[src/rtl/pkt_len_meter.sv]
// rtl/pkt_len_meter.sv - per-packet byte length meter feeding stat_prj records
// Optional runt filtering is enabled by defining PKT_LEN_METER_RUNT_EN.
module pkt_len_meter #(
  parameter int A_WIDTH    = 10,
  parameter int DATA_BYTES = 8,
  parameter int EMPTY_W    = $clog2(DATA_BYTES),
  parameter int MIN_LEN    = 64
) (
  input  logic               clk_i,
  input  logic               rst_i,
  input  logic               pkt_valid_i,
  input  logic               pkt_sop_i,
  input  logic               pkt_eop_i,
  input  logic [EMPTY_W-1:0] pkt_empty_i,
  input  logic               pkt_err_i,
  input  logic [A_WIDTH-1:0] pkt_flow_i,
  output logic [A_WIDTH-1:0] rx_flow_num_o,
  output logic [15:0]        pkt_size_o,
  output logic               pkt_size_en_o,
  output logic [15:0]        err_cnt_o,
  output logic [15:0]        runt_cnt_o
);

  typedef enum logic {IDLE, IN_PKT} state_t;

  localparam logic [16:0] BEAT_BYTES = 17'(DATA_BYTES);
  localparam logic [16:0] LEN_CAP    = 17'h10000;
`ifdef PKT_LEN_METER_RUNT_EN
  localparam logic [16:0] RUNT_LIMIT = 17'(MIN_LEN);
`else
  localparam logic [16:0] RUNT_LIMIT = 17'(MIN_LEN) & 17'h0;
`endif

  state_t             state_q, state_d;
  logic [16:0]        len_q, len_d;
  logic [A_WIDTH-1:0] flow_q, flow_d;
  logic [16:0]        eop_bytes, sum_mid, sum_eop;
  logic               eop_hit, proto_err;
  logic [16:0]        fin_len;
  logic [A_WIDTH-1:0] fin_flow;
  logic [15:0]        fin_size;
  logic               is_runt, emit, err_inc;

  // Accumulator parks at 0x10000 once past 16 bits, so later adds cannot wrap it.
  function automatic logic [16:0] cap_len(input logic [16:0] v);
    return v[16] ? LEN_CAP : v;
  endfunction

  assign eop_bytes = BEAT_BYTES - 17'(pkt_empty_i);
  assign sum_mid   = len_q + BEAT_BYTES;
  assign sum_eop   = len_q + eop_bytes;

  always_ff @(posedge clk_i or negedge rst_i) begin
    if (!rst_i) state_q <= IDLE;
    else        state_q <= state_d;
  end

  always_comb begin
    state_d = state_q;
    if (pkt_valid_i) begin
      if (pkt_sop_i)                              state_d = pkt_eop_i ? IDLE : IN_PKT;
      else if (state_q == IN_PKT && pkt_eop_i)    state_d = IDLE;
    end
  end

  always_comb begin
    len_d     = len_q;
    flow_d    = flow_q;
    eop_hit   = 1'b0;
    proto_err = 1'b0;
    fin_len   = '0;
    fin_flow  = flow_q;
    if (pkt_valid_i) begin
      if (pkt_sop_i) begin
        // A sop while inside a packet aborts it; the sop still opens a new one.
        proto_err = (state_q == IN_PKT);
        flow_d    = pkt_flow_i;
        if (pkt_eop_i) begin
          eop_hit  = 1'b1;
          fin_len  = eop_bytes;
          fin_flow = pkt_flow_i;
        end else begin
          len_d = BEAT_BYTES;
        end
      end else if (state_q == IN_PKT) begin
        if (pkt_eop_i) begin
          eop_hit = 1'b1;
          fin_len = cap_len(sum_eop);
        end else begin
          len_d = cap_len(sum_mid);
        end
      end else begin
        proto_err = 1'b1;
      end
    end
  end

  assign fin_size = fin_len[16] ? 16'hFFFF : fin_len[15:0];
  assign is_runt  = eop_hit && !pkt_err_i && (fin_len < RUNT_LIMIT);
  assign emit     = eop_hit && !pkt_err_i && !is_runt;
  assign err_inc  = proto_err || (eop_hit && pkt_err_i);

  always_ff @(posedge clk_i or negedge rst_i) begin
    if (!rst_i) begin
      len_q  <= '0;
      flow_q <= '0;
    end else begin
      len_q  <= len_d;
      flow_q <= flow_d;
    end
  end

  always_ff @(posedge clk_i or negedge rst_i) begin
    if (!rst_i) begin
      rx_flow_num_o <= '0;
      pkt_size_o    <= '0;
      pkt_size_en_o <= 1'b0;
    end else begin
      pkt_size_en_o <= emit;
      if (emit) begin
        rx_flow_num_o <= fin_flow;
        pkt_size_o    <= fin_size;
      end
    end
  end

  always_ff @(posedge clk_i or negedge rst_i) begin
    if (!rst_i)                              err_cnt_o <= '0;
    else if (err_inc && err_cnt_o != 16'hFFFF) err_cnt_o <= err_cnt_o + 16'd1;
  end

`ifdef PKT_LEN_METER_RUNT_EN
  always_ff @(posedge clk_i or negedge rst_i) begin
    if (!rst_i)                               runt_cnt_o <= '0;
    else if (is_runt && runt_cnt_o != 16'hFFFF) runt_cnt_o <= runt_cnt_o + 16'd1;
  end
`else
  assign runt_cnt_o = '0;
`endif

endmodule

[config.mk]
export PLATFORM = sky130hd
export DESIGN_NAME = pkt_len_meter
export DESIGN_NICKNAME = d
export VERILOG_FILES = /design/src/rtl/pkt_len_meter.sv
export SDC_FILE = /design/constraint.sdc
export NUM_CORES = 1
export LEC_CHECK = 0
export ABC_AREA = 0
export CELL_PAD_IN_SITES_DETAIL_PLACEMENT = 0
export CELL_PAD_IN_SITES_GLOBAL_PLACEMENT = 1
export CORE_MARGIN = 2
export CORE_UTILIZATION = 38
export CTS_BUF_LIST = sky130_fd_sc_hd__clkbuf_8
export DETAILED_ROUTE_END_ITERATION = 10
export GPL_ROUTABILITY_DRIVEN = 0
export HOLD_SLACK_MARGIN = 0.06
export PLACE_DENSITY = 0.83
export SYNTH_ARGS = -nofsm -noshare
export SYNTH_HDL_FRONTEND = slang
export SYNTH_SLANG_ARGS = --single-unit
[constraint.sdc]
create_clock -name clk_i -period 1.77 [get_ports clk_i]
set_input_delay 0.354 -clock clk_i [delete_from_list [all_inputs] [get_ports clk_i]]
set_output_delay 0.354 -clock clk_i [all_outputs]
set_load 0.02 [all_outputs]
Word-level counts from Yosys, hierarchy flattened

Index checks and enable logic that the tools add are counted.

Input port bits: 19
Bits in registers: 71
Word-level logic and storage cells: 53
Output and inout bits: 59

Equality and inequality tests: 1
Reduce and logical (&&, ||, !) cells: 14
$lt $le $gt $ge: 1
Add/subtract/negate cells: 4
Bitwise gates (word level): 1
Muxes and demuxes: 25

Operator list:

| kind                                                         | count |
|---|---|
| two-way mux 17 bit                                           | 11 |
| two-way mux 10 bit                                           | 3 |
| adder 17 bit                                                 | 1 |
| adder 17 x 4 -> 17 bit (second input constant)               | 1 |
| less-than comparator 17 x 1 -> 1 bit (second input constant) | 1 |
| adder 16 x 1 -> 16 bit (second input constant)               | 1 |
| two-way mux 16 bit                                           | 1 |
| inequality test 16 bit (second input constant)               | 1 |
| two-way mux 1 bit                                            | 10 |
| logical AND 1 bit                                            | 6 |
| subtractor 4 x 3 -> 5 bit (first input constant)             | 1 |
| AND reduction 2 bit                                          | 2 |
| nonzero test 2 bit                                           | 2 |
| AND reduction 3 bit                                          | 1 |
| logical NOT 1 bit                                            | 2 |
| logical OR 1 bit                                             | 1 |
| inverter 1 bit                                               | 1 |

Logic depth before layout (Yosys ltp)

Gate-level depths: netlist (run 1).

Word-level depth: 11
Gate-level depth with buffers: 7
Depth with buffers taken out: 6

Worst setup path before layout (run 1)

No wires, ideal clock.

Kind: input to register
Start point: input port pkt_empty_i[1]
End point: register pkt_size_o[10]
Setup slack: -0.326 ns
Data required time: 1.638 ns
Cell stages on the path: 7
Data arrival time: 1.964 ns
Setup time: 0.132 ns
Cell sequence: nor3_1 -> ha_1 -> nand2_4 -> nor4_2 -> mux2i_1 -> buf_6 -> o211ai_2

Word-level cells in the longest chain between the ends: 11
Elaborated cells between the ends (all ways): 13

Ends and longest elaborated chain:

| item                                 | line | text |
|---|---|---|
| from (decl)                          | 14   | `input logic [EMPTY_W-1:0] pkt_empty_i,` |
| subtractor 4 x 3 -> 5 bit (*)        | 49   | `assign eop_bytes = BEAT_BYTES - 17'(pkt_empty_i);` |
| adder 17 bit                         | 51   | `assign sum_eop = len_q + eop_bytes;` |
| two-way mux 17 bit                   | 46   | `return v[16] ? LEN_CAP : v;` |
| two-way mux 17 bit                   | 86   | `if (pkt_eop_i) begin` |
| two-way mux 17 bit                   | 85   | `end else if (state_q == IN_PKT) begin` |
| two-way mux 17 bit (*)               | 74   | `if (pkt_sop_i) begin` |
| two-way mux 17 bit (*)               | 73   | `if (pkt_valid_i) begin` |
| less-than comparator 17 x 1 -> 1 bit | 99   | `assign is_runt = eop_hit && !pkt_err_i && (fin_len < RUNT_LIMIT);` |
| logical AND 1 bit                    | 99   |  |
| logical NOT 1 bit                    | 100  | `assign emit = eop_hit && !pkt_err_i && !is_runt;` |
| logical AND 1 bit                    | 100  |  |
| to (signal assigned)                 | 122  | `pkt_size_o <= fin_size;` |
| to (decl)                            | 18   | `output logic [15:0] pkt_size_o,` |

Every way passes the cells marked *; elsewhere a longest branch is shown, timed or not.
A chain may end at the register's enable or synchronous reset.

Worst setup path after layout (run 1)

Start point: register len_q[3]
End point: register len_q[10]

Word-level cells in the longest chain between the ends: 5

Ends and longest elaborated chain:

| item                   | line | text |
|---|---|---|
| from (decl)            | 35   | `logic [16:0] len_q, len_d;` |
| from (signal assigned) | 108  | `len_q <= len_d;` |
| adder 17 x 4 -> 17 bit | 50   | `assign sum_mid = len_q + BEAT_BYTES;` |
| two-way mux 17 bit     | 46   |  |
| two-way mux 17 bit     | 86   |  |
| two-way mux 17 bit     | 85   |  |
| two-way mux 17 bit     | 74   |  |

Every way passes these cells. The select of a mux whose other input is x is not followed.

==> results_dict.tcl, run 1 <==
set metrics [dict create \
    drv_slew 0 \
    ys_ff_latch 68 \
    overflow 0 \
    clk_latency_ns 0.36 \
    final_area_sq_um 5410 \
    synth_edf_count 0 \
    synth-async-reset-ratio_pct 100 \
    setup_viol 0 \
    outcome "complete, no violations" \
    rows 36 \
    final_cell_mix "62 x dfrtp_1, 62 x buf_4, 42 x clkdlybuf4s50_1" \
    coreArea_sq_um 9860 \
    hold_depth 3 \
    die_h_um 105 \
    cts.path.max_buffers 2 \
    drive_gt1_share_pct 33.1 \
    power_mw 4.71 \
    rr_worst_depth 5 \
    hold_viol 0 \
    cts.sinks 68 \
    cp-end-kind "register" \
    hpwl_um 6580 \
    required_ns 2.03 \
    dieArea_sq_um 11100 \
    p_sw_share_pct 33.6 \
    ios 78 \
    grt_pass1_wl_um 15400 \
    cts_made_buffers 9 \
    synth_area_sq_um 3890 \
    routed_wirelength_um 9010 \
    grt_max_degree 28 \
    port_buffers 61 \
    avgSynthCellArea_sq_um 10.8 \
    final_util_pct 54.8 \
    min_to "pkt_size_o[0]$_DFFE_PN0P_" \
    worst_path_largest_cell_delay_ns 0.41 \
    vias 3107 \
    synth_warnings 0 \
    layout.nets 508 \
    maxCapViolCount 0 \
    leakage_nw 2.47 \
    cts_root_buf "clkbuf_8" \
    synth.distinct_cells 64 \
    ys.flop_type "dfrtp_1" \
    critPathKind "register to register" \
    hold_start "pkt_empty_i[0]" \
    cp.arrival_ns 2.00 \
    drtAntennaViolNets 0 \
    grt_pass1_vias 3162 \
    critPathLaunch "len_q[3]$_DFFE_PN0P_" \
    cts_tree "done" \
    clk_pin_slew_ns 0.08 \
    regArea_sq_um 1710 \
    p_switching_mw 1.58 \
    via_per_inst 4.99 \
    placed_cell_area_sq_um 5030 \
    critPathMaxFanout 5 \
    postSynthCellCount 362 \
    htreeDepth 3 \
    multi_input_area_sq_um 2060 \
    yosysSeqAreaShare_pct 43.7 \
    seqPwrFrac_pct 43.6 \
    antenna_found_initial 1 \
    die_width_um 105 \
    fin_worst_skew_ns 0.0126 \
    fillers 870 \
    grt.total_usage_pct 17.2 \
    rsz0062_at_grt "yes" \
    wl_per_cell_um 14.5 \
    path_cells "buf_6 > nand4_1 > nor4_4 > mux2_4 > o41ai_2" \
    worstSetupStartpointType "register" \
    r2r_end "len_q[10]$_DFFE_PN0P_" \
    min_period_ns 1.75 \
    irDropWorstVdd_uv 664 \
    drc 0 \
    max_freq_ghz 0.573 \
    synthToLayoutAreaGrowth_pct 39.0 \
    period_share_pct 98.7 \
    hold_class "input pin to register" \
    slowest_stage "dfrtp_2" \
    power_density_nw_per_um2 871 \
    intPower_mw 3.13 \
    first_pass_iters 4 \
    drt_iter0_drc 144 \
    rr_startpoint "len_q[3]$_DFFE_PN0P_" \
    r2r_setup_slack_ns 0.02 \
    initial_core_util_pct 39.5 \
    clockPowerShare_pct 27.1 \
    combPwrFrac_pct 29.4 \
]
## power groups by stage
stage / Clock (mW) / Combinational [mW] / Sequential [mW]
CTS: 1.30 / 1.39 / 2.05
finish: 1.27 / 1.38 / 2.05
detailed placement: 0 / 1.40 / 2.09
floorplan: 0 / 0.549 / 2.27
global route: 1.39 / 1.50 / 2.10
global placement: 0 / 1.37 / 2.07
## worst max-delay path: cells and delay by family (launching register included)
kind	cells	cell delay, ns
AO/OA/AOI/OAI	1	0.27
multiplexers	1	0.39
flip-flops	1	0.41
AND/OR/NAND/NOR	2	0.47
buffers and inverters	1	0.13
## metrics by stage
stage	instances	hold WS, ns	setup TNS, ns	setup slack (ns)
floorplan	377	0.0584	0	0.00302
global placement	593	0.346	-18.86	-0.461
detailed placement	593	0.352	-20.76	-0.488
CTS	617	0.335	-0.120	-0.0292
global route	623	0.367	-0.350	-0.0625
finish	623	0.341	0	0.0235
## layer usage
layer	vias to the layer above	global-route usage [%]	wire length, um
li1	1512	-	-
met1	1499	22.5	4020
met2	80	28.1	4460
met3	16	3.34	361
met4	0	6.48	170
met5	-	0	0
## Yosys cell counts, drive strengths merged (7+ instances only)
cell / instances / share of area, %
mux2: 13 / 3.9
o211ai: 19 / 5.8
nor2: 12 / 1.2
mux2i: 14 / 3.6
inv: 11 / 1.1
nand3: 14 / 2.2
a21oi: 7 / 1.2
buf: 33 / 6.0
o21ai: 21 / 3.5
nand4: 10 / 2.4
xnor2: 27 / 6.1
nand2: 41 / 4.2
dfrtp: 68 / 44
nor4: 10 / 2.2
## how the worst max path moves through the flow
| stage | end | slack, ns | cells after the start |
|---|---|---|---|
| after floorplan | err_cnt_o[1]$_DFFE_PN0P_ | 0.003 | 6 |
| after CTS | pkt_size_o[13]$_DFFE_PN0P_ | -0.03 | 5 |
| after detailed placement | len_q[12]$_DFFE_PN0P_ | -0.49 | 7 |
| after global placement | pkt_size_o[15]$_DFFE_PN0P_ | -0.46 | 7 |
| final | len_q[10]$_DFFE_PN0P_ | 0.02 | 5 |
| after global routing | len_q[10]$_DFFE_PN0P_ | -0.06 | 5 |
## cells by family after synthesis
| logic type | Yosys count | share of synthesized area (%) |
|---|---|---|
| AO/OA/AOI/OAI | 66 | 15.4 |
| adder cells (fa/ha/maj) | 5 | 1.61 |
| AND/OR/NAND/NOR | 114 | 17.0 |
| flip-flops | 68 | 43.7 |
| XOR/XNOR | 31 | 6.98 |
| multiplexers | 27 | 7.46 |
| other | 1 | 0.0963 |
| buffers and inverters | 50 | 7.75 |
## cell type report
type / instances / share of cell area, %
tap: 133 / 3.08
clock inverter: 7 / 1.25
antenna: 1 / 0.0463
multi-input combinational: 260 / 38.1
clock buffer: 9 / 2.29
inverter: 12 / 0.856
timing repair buffer: 133 / 22.8
sequential: 68 / 31.6
## sequential cells by signal, summed over array words and instances, names as in the netlist
| signal | flops |
|---|---|
| pkt_size_en_o | 1 |
| len_q | 14 |
| flow_q | 10 |
| rx_flow_num_o | 10 |
| err_cnt_o | 16 |
| pkt_size_o | 16 |
| state_q | 1 |
## what timing repair did
item	4_1_cts	5_1_grt
gates cloned	1	1
hold buffers	1	0
setup endpoints to repair	41	36
buffers inserted	6	4
pin swaps	7	2
gates resized for setup	31	13
hold endpoints to repair	16	0
(Power assumes the default switching activity.)
==> run 2, diff against run 1 <==
--- a/config.mk
+++ b/config.mk
@@ -11,6 +11,7 @@
 export CORE_MARGIN = 2
 export CORE_UTILIZATION = 38
 export CTS_BUF_LIST = sky130_fd_sc_hd__clkbuf_8
+export CTS_CLUSTER_DIAMETER = 150
 export DETAILED_ROUTE_END_ITERATION = 10
 export GPL_ROUTABILITY_DRIVEN = 0
 export HOLD_SLACK_MARGIN = 0.06
==> results of run 2 <==
No change in the layout: final DEF, timing and power equal those of run 1.
==> run 3, diff against run 2 <==
--- a/config.mk
+++ b/config.mk
@@ -6,6 +6,7 @@
 export NUM_CORES = 1
 export LEC_CHECK = 0
 export ABC_AREA = 0
+export ABC_CLOCK_PERIOD_IN_PS = 1770
 export CELL_PAD_IN_SITES_DETAIL_PLACEMENT = 0
 export CELL_PAD_IN_SITES_GLOBAL_PLACEMENT = 1
 export CORE_MARGIN = 2
@@ -16,6 +17,7 @@
 export GPL_ROUTABILITY_DRIVEN = 0
 export HOLD_SLACK_MARGIN = 0.06
 export PLACE_DENSITY = 0.83
+export SKIP_CTS_REPAIR_TIMING = 1
 export SYNTH_ARGS = -nofsm -noshare
 export SYNTH_HDL_FRONTEND = slang
 export SYNTH_SLANG_ARGS = --single-unit
==> run 3 against run 2 <==
Core utilization up 0.46 points. Critical path type unchanged. Die area unchanged. Largest power group unchanged. Highest routed layer unchanged. First-iteration DRC count down 13%. Critical endpoint is now pkt_size_o[13]$_DFFE_PN0P_.
==> results_dict.tcl, run 3 (synthesis results as in run 1) <==
set metrics [dict create \
    outcome "complete, no violations" \
    worstSetupStartpointType "register" \
    period_share_pct 99.1 \
    port_buffers 61 \
    wl_per_cell_um 14.6 \
    overflow 0 \
    grt_pass1_wl_um 15000 \
    cts_made_buffers 9 \
    hpwl_um 6580 \
    cts.sinks 68 \
    ios 78 \
    path_cells "ha_4 > nand2_8 > nor4_4 > mux2i_4 > clkbuf_16 > o211ai_2" \
    final_common_cell "buf_4" \
    cp.arrival_ns 1.98 \
    cp-end-kind "register" \
    hold_start "pkt_empty_i[0]" \
    vias 3121 \
    critPathLaunch "len_q[3]$_DFFE_PN0P_" \
    max_freq_ghz 0.570 \
    critPathKind "register to register" \
    via_per_inst 5.03 \
    routed_wirelength_um 9030 \
    coreArea_sq_um 9860 \
    maxCapViolCount 0 \
    slowest_stage "dfrtp_2" \
    place_inst 593 \
    drive_gt1_share_pct 33.5 \
    path_buf_inv 1 \
    cts.path.max_buffers 2 \
    rows 36 \
    setup_tns_ns 0 \
    cts_root_buf "clkbuf_8" \
    required_ns 2.00 \
    cp_top_family "flip-flops" \
    clk_latency_ns 0.35 \
    synthToLayoutAreaGrowth_pct 40.1 \
    rsz0062_at_grt "yes" \
    drt_iter0_drc 125 \
    irDropWorstVdd_uv 656 \
    hold_viol 0 \
    min_period_ns 1.75 \
    clk_pin_slew_ns 0.08 \
    setup_viol 0 \
    grt.total_usage_pct 16.7 \
    drv_slew 0 \
    drtAntennaViolNets 0 \
    htreeDepth 3 \
    rr_startpoint "len_q[3]$_DFFE_PN0P_" \
    reg.largest.list "err_cnt_o x16, pkt_size_o x16, len_q x14" \
    die_width_um 105 \
    power_density_nw_per_um2 874 \
    antenna_found_initial 1 \
    first_pass_iters 4 \
    drc 0 \
    fin_worst_skew_ns 0.0131 \
    final_cells 620 \
    dieArea_sq_um 11100 \
    hold_class "input pin to register" \
    grt_max_degree 28 \
    final_cell_mix "62 x buf_4, 59 x dfrtp_1, 41 x clkdlybuf4s50_1" \
    grt_pass1_vias 3050 \
    critPathMaxFanout 6 \
    initial_core_util_pct 39.5 \
    die_h_um 105 \
    layout.nets 505 \
    cts_tree "done" \
    leakage_nw 2.58 \
    worst_path_largest_cell_delay_ns 0.42 \
]
==> run 3: cell count changes in the layout (fill, tap and decap cells not counted), moves of 2 or more <==
cell,change
buf_2,-2
dlymetal6s2s_1,+14
dfrtp_1,-3
dlygate4sd2_1,-11
dfrtp_2,+3
buf_6,-2
==> run 3: cell type report <==
cell class | instances | area [sq um]
clock inverters | 7 | 67.6
multi-input cells | 259 | 2080
repair buffers | 131 | 1260
inverters | 12 | 46.3
flip-flops and latches | 68 | 1710
diodes | 1 | 2.50
well taps | 133 | 166
clock buffers | 9 | 124
fillers | 857 | 4410
==> run 3: metrics by stage <==
step	util (%)	power [mW]	worst slack [ns]	hold slack, ns	area [sq um]
after floorplan	-	2.82	0.00302	0.0584	4000
after global placement	51.0	3.44	-0.461	0.346	5030
after detailed placement	51.0	3.49	-0.488	0.352	5030
after CTS	52.9	4.77	-0.127	-0.0252	5220
after global routing	55.3	5.05	-0.0308	0.403	5450
final	55.3	4.77	0.0161	0.388	5450
==> run 3: path summary, 6_finish.rpt <==
kind | cells after the start | slack, ns | end
worst max-delay path | 6 | 0.02 | pkt_size_o[13]$_DFFE_PN0P_
worst min-delay path | 3 | 0.39 | pkt_size_o[0]$_DFFE_PN0P_
worst max register to register | 6 | 0.02 | pkt_size_o[13]$_DFFE_PN0P_
worst min register to register | 2 | 0.48 | rx_flow_num_o[3]$_DFFE_PN0P_
max in group asynchronous | 3 | 0.75 | len_q[3]$_DFFE_PN0P_
min in group asynchronous | 2 | 0.50 | pkt_size_o[8]$_DFFE_PN0P_
==> run 3: worst min-delay path, stage by stage <==
cell and delay (ns):
dlymetal6s2s_1 0.15, inv_1 0.09, o211ai_1 0.09
==> run 3: metal layers <==
metal  routed length (um)  vias up  global-route usage [%]
met3                  381       11                    3.09
li1                     -     1510                       -
met4                  132        0                    5.71
met5                    0        -                       0
met2                 4510       77                    27.0
met1                 4000     1523                    22.4
==> run 3: power by group <==
part	internal, mW	switching (mW)
clock network	0.645	0.628
logic	0.738	0.704
registers	1.80	0.248
total	3.19	1.58
